[src/rtl/morse_sequencer.sv]
// Morse letter sequencer: 4-deep letter FIFO feeding a LOAD/SEND/GAP FSM driven by symbol-period pulses.
// Optional MORSE_SEQ_DROPCNT_EN adds a saturating DropCount of rejected pushes.
module morse_sequencer (
    input  logic       ClockIn,
    input  logic       Reset,
    input  logic [2:0] LetterIn,
    input  logic       WordEndIn,
    input  logic       LetterValid,
    output logic       LetterReady,
    input  logic       NewBitIn,
    output logic       StartOut,
    output logic [2:0] LetterOut,
    output logic       Busy,
    output logic [2:0] Level,
`ifdef MORSE_SEQ_DROPCNT_EN
    output logic [7:0] DropCount,
`endif
    output logic       MsgDone
);

    typedef enum logic [1:0] {IDLE, LOAD, SEND, GAP} state_t;

    state_t     state;
    logic [3:0] fifo_mem [4];
    logic [1:0] wr_ptr, rd_ptr;
    logic       word_end;
    logic [3:0] bit_cnt;
    logic [2:0] gap_cnt;
    logic       push, pop;

    function automatic logic [3:0] letter_len(input logic [2:0] l);
        case (l)
            3'd0:    return 4'd5;
            3'd1:    return 4'd9;
            3'd2:    return 4'd11;
            3'd3:    return 4'd7;
            3'd4:    return 4'd1;
            3'd5:    return 4'd9;
            3'd6:    return 4'd9;
            default: return 4'd7;
        endcase
    endfunction

    // Ready comes from registered Level, so a full FIFO rejects even when popping this cycle.
    assign LetterReady = (Level != 3'd4);
    assign push        = LetterValid && LetterReady;
    assign pop         = (state == IDLE) && (Level != 3'd0);

    always_ff @(posedge ClockIn) begin
        if (push) fifo_mem[wr_ptr] <= {LetterIn, WordEndIn};
    end

    always_ff @(posedge ClockIn or posedge Reset) begin
        if (Reset) begin
            wr_ptr <= 2'd0;
            rd_ptr <= 2'd0;
            Level  <= 3'd0;
        end else begin
            if (push) wr_ptr <= wr_ptr + 2'd1;
            if (pop)  rd_ptr <= rd_ptr + 2'd1;
            Level <= Level + {2'b00, push} - {2'b00, pop};
        end
    end

    always_ff @(posedge ClockIn or posedge Reset) begin
        if (Reset) begin
            state     <= IDLE;
            LetterOut <= 3'd0;
            word_end  <= 1'b0;
            StartOut  <= 1'b0;
            Busy      <= 1'b0;
            MsgDone   <= 1'b0;
            bit_cnt   <= 4'd0;
            gap_cnt   <= 3'd0;
        end else begin
            StartOut <= 1'b0;
            MsgDone  <= 1'b0;
            case (state)
                IDLE: if (pop) begin
                    {LetterOut, word_end} <= fifo_mem[rd_ptr];
                    StartOut <= 1'b1;
                    Busy     <= 1'b1;
                    state    <= LOAD;
                end
                // StartOut is high throughout LOAD, so a coincident NewBitIn is never counted.
                LOAD: begin
                    bit_cnt <= letter_len(LetterOut);
                    state   <= SEND;
                end
                SEND: if (NewBitIn) begin
                    if (bit_cnt <= 4'd1) begin
                        bit_cnt <= 4'd0;
                        gap_cnt <= word_end ? 3'd7 : 3'd3;
                        state   <= GAP;
                    end else begin
                        bit_cnt <= bit_cnt - 4'd1;
                    end
                end
                GAP: if (NewBitIn) begin
                    if (gap_cnt <= 3'd1) begin
                        gap_cnt <= 3'd0;
                        Busy    <= 1'b0;
                        MsgDone <= (Level == 3'd0) && !push;
                        state   <= IDLE;
                    end else begin
                        gap_cnt <= gap_cnt - 3'd1;
                    end
                end
                default: state <= IDLE;
            endcase
        end
    end

`ifdef MORSE_SEQ_DROPCNT_EN
    always_ff @(posedge ClockIn or posedge Reset) begin
        if (Reset)
            DropCount <= 8'd0;
        else if (LetterValid && !LetterReady && DropCount != 8'hFF)
            DropCount <= DropCount + 8'd1;
    end
`endif

endmodule

[config.mk]
export PLATFORM = sky130hd
export DESIGN_NAME = morse_sequencer
export DESIGN_NICKNAME = d
export VERILOG_FILES = /design/src/rtl/morse_sequencer.sv
export SDC_FILE = /design/constraint.sdc
export NUM_CORES = 1
export LEC_CHECK = 0
export BUFFER_PORTS_ARGS = -buffer_cell sky130_fd_sc_hd__buf_2
export CELL_PAD_IN_SITES_DETAIL_PLACEMENT = 0
export CELL_PAD_IN_SITES_GLOBAL_PLACEMENT = 1
export CORE_MARGIN = 2
export CORE_UTILIZATION = 43
export DETAILED_ROUTE_END_ITERATION = 10
export PLACE_DENSITY = 0.78
export SETUP_SLACK_MARGIN = 0.3
export SYNTH_ARGS = -nofsm -noshare
export SYNTH_HDL_FRONTEND = slang
export SYNTH_SLANG_ARGS = --single-unit
[constraint.sdc]
create_clock -name ClockIn -period 2.75 [get_ports ClockIn]
set_clock_uncertainty 0.05 [all_clocks]
set_input_delay 0.4125 -clock ClockIn [delete_from_list [all_inputs] [get_ports ClockIn]]
set_output_delay 0.4125 -clock ClockIn [all_outputs]
set_load 0.05 [all_outputs]
==> results of run 1 <==
## flip-flops by register name, indices dropped and copies added (netlist names)
| signal | cells |
|---|---|
| MsgDone | 1 |
| bit_cnt | 4 |
| fifo_mem | 16 |
| rd_ptr | 2 |
| word_end | 1 |
| Busy | 1 |
| Level | 3 |
| StartOut | 1 |
| LetterOut | 3 |
| state | 2 |
| gap_cnt | 3 |
| wr_ptr | 2 |
## cell usage after synthesis, types with 2 or more instances
cell      number  area share (%)
and3_1         4             1.3
xnor2_1        6             2.7
ha_1          14             9.2
nand2b_1       2            0.65
edfxtp_1      16              25
nand2_1       20             3.9
nand3_1        2            0.52
nor3_1         6             1.6
inv_1         17             3.3
o21ai_0        3            0.79
nor2_1         6             1.2
a22o_1         4             1.8
mux4_2         4             4.7
o31ai_1        2            0.79
o22ai_1        2            0.65
o22a_1         2            0.92
dfrtp_1       23              30
## power breakdown
part	switching, uW	total (uW)	internal [uW]
Clock	193	370	177
Sequential	218	1050	834
Combinational	765	1330	561
Total	1180	2750	1570
## how the worst max path moves through the flow
stage	endpoint	startpoint	slack, ns	cells after the start
3_5_place_dp	Level[2]	Level[1]	0.29	10
4_1_cts	Level[2]	Level[0]	0.30	10
6_report	Level[2]	Level[0]	0.43	10
3_3_place_gp	Level[2]	Level[1]	0.40	10
5_1_grt	Level[2]	Level[0]	0.34	10
2_1_floorplan	Level[2]	Level[1]	0.32	10
## through the flow
step                utilization, %  total power (uW)  setup WS, ns  cells
floorplan                        -              2050         0.318    156
global placement              47.8              2270         0.401    223
detailed placement            47.8              2350         0.292    223
CTS                           50.0              2750         0.301    232
global route                  50.5              2980         0.340    234
finish                        50.5              2750         0.428    234
## metal layers
layer / up-vias / global-route usage, % / wire [um] / share of wire [%]
met5: - / 0 / 0 / 0
met4: 0 / 3.77 / 34 / 1.0
met3: 3 / 4.42 / 117 / 3.4
met2: 21 / 26.0 / 1740 / 51
met1: 610 / 19.7 / 1520 / 45
li1: 602 / - / - / -
## cells in the final DEF, fill, tap and decap left out, types with 5 or more instances in the layout
cell type	Yosys	layout
buf_2	0	17
clkbuf_8	1	5
dfrtp_1	23	20
edfxtp_1	16	16
ha_1	14	13
inv_1	17	16
nand2_1	20	18
nor2_1	6	5
nor3_1	6	6
xnor2_1	6	6
## cell families after synthesis
kind of cell    share of synthesized area, %
compound gates                          9.82
xor+xnor                                2.75
fa+ha+maj                               10.2
buf+inv                                 4.25
flops                                   55.2
mux                                     5.89
simple gates                            11.8
## final cells by class
| class | count | area [sq um] | share of cell area [%] |
|---|---|---|---|
| well taps | 52 | 65.1 | 2.98 |
| repair buffers | 20 | 108 | 4.93 |
| clock inverters | 2 | 12.5 | 0.573 |
| flip-flops and latches | 39 | 1060 | 48.5 |
| inverters | 17 | 63.8 | 2.92 |
| clock buffers | 6 | 72.6 | 3.32 |
| multi-input cells | 98 | 802 | 36.7 |
## what timing repair did
action | CTS | global route
gates cloned | 0 | 0
setup endpoints to repair | 1 | 1
buffers inserted | 1 | 2
hold buffers | 0 | 0
resized for setup | 1 | 2
pin swaps | 1 | 2
==> flow_summary_export.csv, run 1 <==
group,metric,value,unit
cts,cts_buffers,5,
yosys,ys_seq_area_share,55.2,%
worst_setup_path,cp_top_family,"adder cells",
die,initial_core_util,44.2,%
power,vdd_drop_max,0.673,mV
grt,grt_pass1_wl,6.02,mm
routing,post-route-drc-count,0,
grt,grt_max_degree,24,
worst_setup_path,startpoint_type,"flop",
worst_setup_path,r2r-end,"Level[2]",
grt,grt-ovfl-total,0,
worst_setup_path,cpPeakStageDelay,0.44,ns
placement,globalplace.congestion,0.779,
routing,wire_per_inst,14.6,um
timing,worstMarginPinSlew,0.884,ns
worst_setup_path,r2r_slack,0.43,ns
yosys,synth_edf_count,16,
die,io_pins,18,
placement,dpl.hpwl,2.59,mm
die,die_w,70.7,um
cts,clkTransAtPathRegs,0.07,ns
timing,fin_crit,2.32,ns
die,rows,24,
finish,nNetsFinal,204,
timing,rsz0062_at_grt,"false",
timing,finalMaxSlewViolations,0,
cts,cts_buffer_depth,2,
worst_setup_path,criticalPathCategory,"flop to flop",
yosys,syn_nets,179,
job,cap_viol_max_count,0,
yosys,syn_avg_cell_area,12.3,sq um
routing,first_pass_iters,4,
yosys,ys_ff_latch,39,
worst_setup_path,critPathSlowestCell,"dfrtp_2",
timing,hold_slack,0.252,ns
timing,fin_setup_tns,0,ns
yosys,synth_cells,156,
worst_setup_path,r2r_start,"Level[0]",
yosys,synthFlopType,"dfrtp_1",
die,die_h,70.7,um
power,p_leak,0.000968,uW
worst_setup_path,critical_path_arrival,2.47,ns
grt,antenna_found_initial,0,
yosys,netlist-cell-type-count,40,
placement,place_area,0.00207,sq mm
routing,wl,3.41,mm
min_path,min_path_type,"input pin to asynchronous set/reset pin",
timing,slew_headroom,41.0,%
cts,cts_tree,"done",
grt,grt.total_usage,15.4,%
routing,dr.first_iter.drc_count,54,
finish,nFillCells,390,
die,die-area,0.00500,sq mm
cts,cts-root-buf,"clkbuf_8",
cts,htreeDepth,2,
routing,vias,1236,
worst_setup_path,worst_setup_path_end_kind,"flop",
cts,cts_sinks,39,
worst_setup_path,path_max_fanout,7,
finish,final_area,0.00218,sq mm
worst_setup_path,crit_chain,"or3_4 -> nand2_4 -> inv_2 -> ha_1 -> inv_1 -> ha_1 -> inv_1 -> fa_2 -> xnor2_1 -> xnor2_1",
finish,syn_to_final_growth,14.2,%
finish,drive_gt1_share,24.2,%
timing,clock.fmax,0.431,GHz
worst_setup_path,rr_worst_depth,10,
yosys,async_reset_ff_share,59.0,%
grt,grt_pass1_vias,1271,
yosys,synth_area,0.00191,sq mm
routing,vias_per_cell,5.28,
worst_setup_path,cp.required,2.90,ns
cts,clock_latency,0.29,ns
finish,antenna_cells,0,
die,core,0.00432,sq mm
timing,period_share,84.4,%
timing,hold_viol,0,
placement,portBuffers,17,
worst_setup_path,path_buf_inv,3,
outcome,status,"completed",
routing,postRouteAntennaNets,0,
power,powerDensity,1260,mW/mm^2
yosys,ys_warn_count,0,
timing,setup_violations,0,
No activity file was read; power rests on OpenSTA's default activity.
==> inputs of run 2 (changes only) <==
- CORE_UTILIZATION: 43 -> 42
- PLACE_DENSITY: 0.78 -> 0.8
- clock period: 2.75 -> 2.1 ns (I/O delays scaled with it)
==> run 2 against run 1 <==
Effect of this change:
- the flow now finishes with violations (setup timing)
- sequential power increased by 29%
- via count up 7.0%
- cell count grew 9.0%
- critical path type unchanged
- highest routed layer unchanged
==> flow_summary_export.csv, run 2 (synthesis gave the netlist of run 1 again) <==
group,metric,value,unit
outcome,status,"finished, violations left",
outcome,violations,"setup timing",
die,rows,24,
cts,cts_buffer_depth,2,
power,p_sw,1740,uW
grt,antenna_found_initial,0,
power,p_leak,0.00109,uW
die,die_h,71.5,um
worst_setup_path,critical_path_arrival,2.29,ns
finish,reg_top3,"fifo_mem (16), bit_cnt (4)",
worst_setup_path,startpoint_type,"flop",
timing,clock.fmax,0.463,GHz
worst_setup_path,critPathSlowestCell,"dfrtp_4",
power,comb_power_share,56.1,%
placement,globalplace.congestion,0.793,
finish,drive_gt1_share,40.9,%
die,initial_core_util,43.6,%
grt,grt_max_degree,24,
grt,grt-ovfl-total,0,
finish,multiInputGateArea,896,sq um
finish,regMostFlops,"fifo_mem",
finish,nFillCells,376,
worst_setup_path,path_buf_inv,4,
finish,stdcell_count,255,
routing,first_pass_iters,5,
finish,nNetsFinal,225,
worst_setup_path,worst_setup_path_end_kind,"flop",
worst_setup_path,crit_chain,"buf_6 -> nor2_4 -> nand2_4 -> and2_4 -> inv_4 -> ha_4 -> inv_4 -> ha_4 -> inv_2 -> fa_2 -> xnor2_2 -> xnor2_1",
finish,mostFrequentLayoutCells,"buf_4 (20), dfrtp_1 (19), nand2_1 (18), edfxtp_1 (16), buf_2 (16)",
power,switching_share,41.5,%
routing,post-route-drc-count,0,
power,internal_power,2460,uW
cts,clkTransAtPathRegs,0.08,ns
die,die-area,0.00511,sq mm
cts,clock_latency,0.29,ns
timing,worstMarginPinSlew,0.432,ns
placement,dp_cells,238,
finish,final-seq-area,0.00106,sq mm
timing,finalMaxSlewViolations,0,
power,powerDensity,1700,mW/mm^2
placement,portBuffers,17,
routing,dr.first_iter.drc_count,50,
power,vdd_drop_max,1.05,mV
routing,vias_per_cell,5.19,
routing,wl,3.81,mm
worst_setup_path,cp_top_family,"adder cells",
die,die_w,71.5,um
routing,wire_per_inst,15.0,um
cts,cts-root-buf,"clkbuf_8",
finish,antenna_cells,0,
worst_setup_path,cp.required,2.24,ns
cts,cts_tree,"done",
finish,layout_commonest_cell,"buf_4",
finish,largest_reg_flops,16,
cts,cts_buffers,5,
power,p_total,4200,uW
routing,postRouteAntennaNets,0,
timing,fin_setup_tns,-0.0575,ns
finish,syn_to_final_growth,29.3,%
cts,cts_sinks,39,
timing,hold_slack,0.187,ns
min_path,min_path_type,"input pin to flop",
worst_setup_path,criticalPathCategory,"flop to flop",
grt,grt_pass1_vias,1414,
worst_setup_path,path_max_fanout,2,
job,cap_viol_max_count,0,
timing,period_share,103,%
timing,hold_viol,0,
die,core,0.00438,sq mm
worst_setup_path,cpPeakStageDelay,0.49,ns
placement,dpl.hpwl,2.80,mm
power,seqPwrFrac,32.2,%
timing,fin_ws,-0.0575,ns
grt,grt.total_usage,16.8,%
routing,vias,1323,
timing,slew_headroom,71.0,%
cts,htreeDepth,2,
power,clockPowerShare,11.7,%
die,io_pins,18,
timing,fin_crit,2.16,ns
timing,rsz0062_at_grt,"true",
timing,setup_violations,1,
grt,grt_pass1_wl,6.56,mm
-- run 2: metrics by stage --
| stage | utilization (%) | instance area [sq um] | setup slack, ns |
|---|---|---|---|
| after CTS | 55.7 | 2440 | -0.0674 |
| after detailed placement | 50.9 | 2230 | -0.128 |
| final | 56.4 | 2470 | -0.0575 |
| after floorplan | - | 1990 | -0.247 |
| after global placement | 50.9 | 2230 | -0.0412 |
| after global routing | 56.4 | 2470 | -0.151 |
-- run 2: worst paths after layout --
| check | startpoint | to | slack, ns | cells past startpoint |
|---|---|---|---|---|
| setup reg to reg | Level[1] | Level[2] | -0.06 | 12 |
| max in group asynchronous | Reset | bit_cnt[0] | 1.19 | 4 |
| hold / removal | LetterIn[0] | fifo_mem[2][1] | 0.19 | 1 |
| min in group asynchronous | Reset | MsgDone | 0.55 | 4 |
| setup / recovery | Level[1] | Level[2] | -0.06 | 12 |
| hold reg to reg | word_end | word_end | 0.47 | 2 |
-- run 2: worst reg2reg max path, delay by kind of cell (launching register included) --
kind	cells	cell delay, ns
and+or+nand+nor	3	0.31
adders and majority gates	3	0.66
xor gates and xnor gates	2	0.26
DFF	1	0.49
buffers and inverters	4	0.27
-- run 2: what timing repair did --
action                                  4_1_cts  5_1_grt
pin swaps                                    10        1
gates resized for setup                      19        8
buffers inserted                              6        2
endpoints found under the hold margin         7        0
endpoints found under the setup margin        6        5
hold buffers                                  1        0
-- run 2: power groups by stage --
| stage | clock (uW) | combinational, uW | sequential (uW) |
|---|---|---|---|
| after floorplan | 0 | 1230 | 1580 |
| after global placement | 0 | 1940 | 1330 |
| after detailed placement | 0 | 2060 | 1360 |
| after CTS | 508 | 2310 | 1350 |
| after global routing | 534 | 2590 | 1390 |
| final | 491 | 2350 | 1350 |
-- run 2: final cells by class --
class	count	area share (%)
multi-input cells	98	36.3
flip-flops and latches	39	43.0
repair buffers	41	11.7
inverters	17	2.89
clock inverters	2	0.557
well taps	52	2.63
clock buffers	6	2.94
-- run 2: layer usage --
metal  routed length, um  global-route usage [%]  share of wire, %  vias to the layer above
met4                  57                    6.92               1.5                        0
met2                2010                    30.0                53                       24
met1                1630                    19.6                43                      650
met3                 120                    3.38               3.1                        6
met5                   0                       0                 0                        -
li1                    -                       -                 -                      643
==> inputs of run 3 (changes only) <==
- MAX_ROUTING_LAYER: default -> met4
==> run 3 against run 2 <==
Effect of this change:
- the flow still finishes with violations (setup timing)
- clock-buffer cell count unchanged
- routed wire length up 0.42%
- critical path depth unchanged
- critical endpoint unchanged
==> flow_summary_export.csv, run 3 (synthesis gave the netlist of run 1 again) <==
group,metric,value,unit
cts,cts_buffers,5,
timing,slew_headroom,71.2,%
grt,grt_max_degree,24,
grt,grt.total_usage,17.3,%
grt,grt_pass1_wl,6.58,mm
worst_setup_path,path_buf_inv,4,
job,cap_viol_max_count,0,
finish,stdcell_count,255,
cts,cts_tree,"done",
min_path,min_path_cells,1,
outcome,violations,"setup timing",
routing,vias_per_cell,5.21,
timing,hold_viol,0,
timing,hold_slack,0.188,ns
grt,grt-ovfl-total,0,
placement,globalplace.congestion,0.805,
worst_setup_path,cp_num_cells,12,
routing,dr.first_iter.drc_count,49,
timing,fin_ws,-0.0630,ns
worst_setup_path,worst_setup_path_end_kind,"flop",
cts,htreeDepth,2,
cts,cts_buffer_depth,2,
worst_setup_path,path_max_fanout,2,
finish,syn_to_final_growth,29.3,%
worst_setup_path,cp.required,2.24,ns
grt,antenna_found_initial,0,
timing,rsz0062_at_grt,"true",
worst_setup_path,r2r-end,"Level[2]",
worst_setup_path,critical_path_arrival,2.30,ns
finish,largest_reg_flops,16,
routing,first_pass_iters,4,
cts,clkTransAtPathRegs,0.08,ns
worst_setup_path,critPathSlowestCell,"dfrtp_4",
finish,final_area,0.00247,sq mm
die,initial_core_util,43.6,%
worst_setup_path,criticalPathCategory,"flop to flop",
finish,drive_gt1_share,40.9,%
power,p_total,4200,uW
power,p_leak,0.00109,uW
finish,reg_top3,"fifo_mem (16), bit_cnt (4)",
cts,cts-root-buf,"clkbuf_8",
min_path,hp-start,"LetterIn[0]",
die,rows,24,
die,die_h,71.5,um
placement,portBuffers,17,
worst_setup_path,cp-startpoint,"Level[1]",
timing,period_share,103,%
worst_setup_path,crit_chain,"buf_6 -> nor2_4 -> nand2_4 -> and2_4 -> inv_4 -> ha_4 -> inv_4 -> ha_4 -> inv_2 -> fa_2 -> xnor2_2 -> xnor2_1",
routing,vias,1329,
finish,nNetsFinal,225,
power,powerDensity,1700,mW/mm^2
timing,fin_crit,2.16,ns
timing,worstMarginPinSlew,0.430,ns
power,vdd_drop_max,1.05,mV
outcome,status,"finished, violations left",
placement,dp_cells,238,
cts,clock_latency,0.29,ns
finish,antenna_cells,0,
placement,dpl.hpwl,2.80,mm
routing,postRouteAntennaNets,0,
grt,grt_pass1_vias,1407,
die,core,0.00438,sq mm
timing,clock.fmax,0.462,GHz
routing,wl,3.83,mm
worst_setup_path,r2r_start,"Level[1]",
timing,finalMaxSlewViolations,0,
worst_setup_path,startpoint_type,"flop",
finish,regMostFlops,"fifo_mem",
placement,pre_cts_ws,-0.128,ns
die,die-area,0.00511,sq mm
cts,cts_sinks,39,
min_path,min_path_type,"input pin to flop",
timing,setup_violations,2,
die,die_w,71.5,um
min_path,min_to,"fifo_mem[2][1]",
worst_setup_path,r2r_slack,-0.06,ns
placement,place_area,0.00223,sq mm
worst_setup_path,rr_worst_depth,12,
routing,wire_per_inst,15.0,um
finish,mostFrequentLayoutCells,"buf_4 (20), dfrtp_1 (19), nand2_1 (18), edfxtp_1 (16), buf_2 (16)",
die,io_pins,18,
worst_setup_path,cpPeakStageDelay,0.49,ns
finish,layout_commonest_cell,"buf_4",
routing,post-route-drc-count,0,
worst_setup_path,cp_top_family,"adder cells",
-- run 3: per-stage QoR --
stage | utilization (%) | setup TNS, ns
CTS | 55.7 | -0.0687
global placement | 50.9 | -0.0412
finish | 56.4 | -0.0651
global route | 56.4 | -0.215
detailed placement | 50.9 | -0.170
floorplan | - | -0.395
-- run 3: layer usage --
metal | vias up | track usage (%) | wire length [um]
li1 | 643 | - | -
met1 | 652 | 20.0 | 1630
met2 | 26 | 29.7 | 2010
met3 | 8 | 3.38 | 123
met4 | 0 | 6.92 | 71
met5 | - | - | 0
-- run 3: worst max-delay path by stage --
stage | endpoint | slack (ns)
finish | Level[2] | -0.06
global route | Level[2] | -0.15
CTS | Level[2] | -0.07
detailed placement | Level[2] | -0.13
global placement | Level[2] | -0.04
floorplan | Level[2] | -0.25
-- run 3: what timing repair did --
action / in CTS / in global routing
resized for setup: 19 / 8
setup buffers: 6 / 2
pin swaps: 10 / 1
endpoints found under the hold margin: 7 / 0
hold buffers: 1 / 0
setup endpoints to repair: 6 / 5
-- run 3: report_power, final --
group          total, uW  internal (uW)  switching [uW]
Sequential          1350           1100             254
Combinational       2350           1120            1230
Clock                492            234             258
Total               4200           2460            1740
-- run 3: cell type report --
cell class              instances  area, sq um
flip-flops and latches         39         1060
repair buffers                 41          289
inverters                      17         71.3
clock buffers                   6         72.6
clock inverters                 2         13.8
well taps                      52         65.1
multi-input cells              98          896
fillers                       376         1910
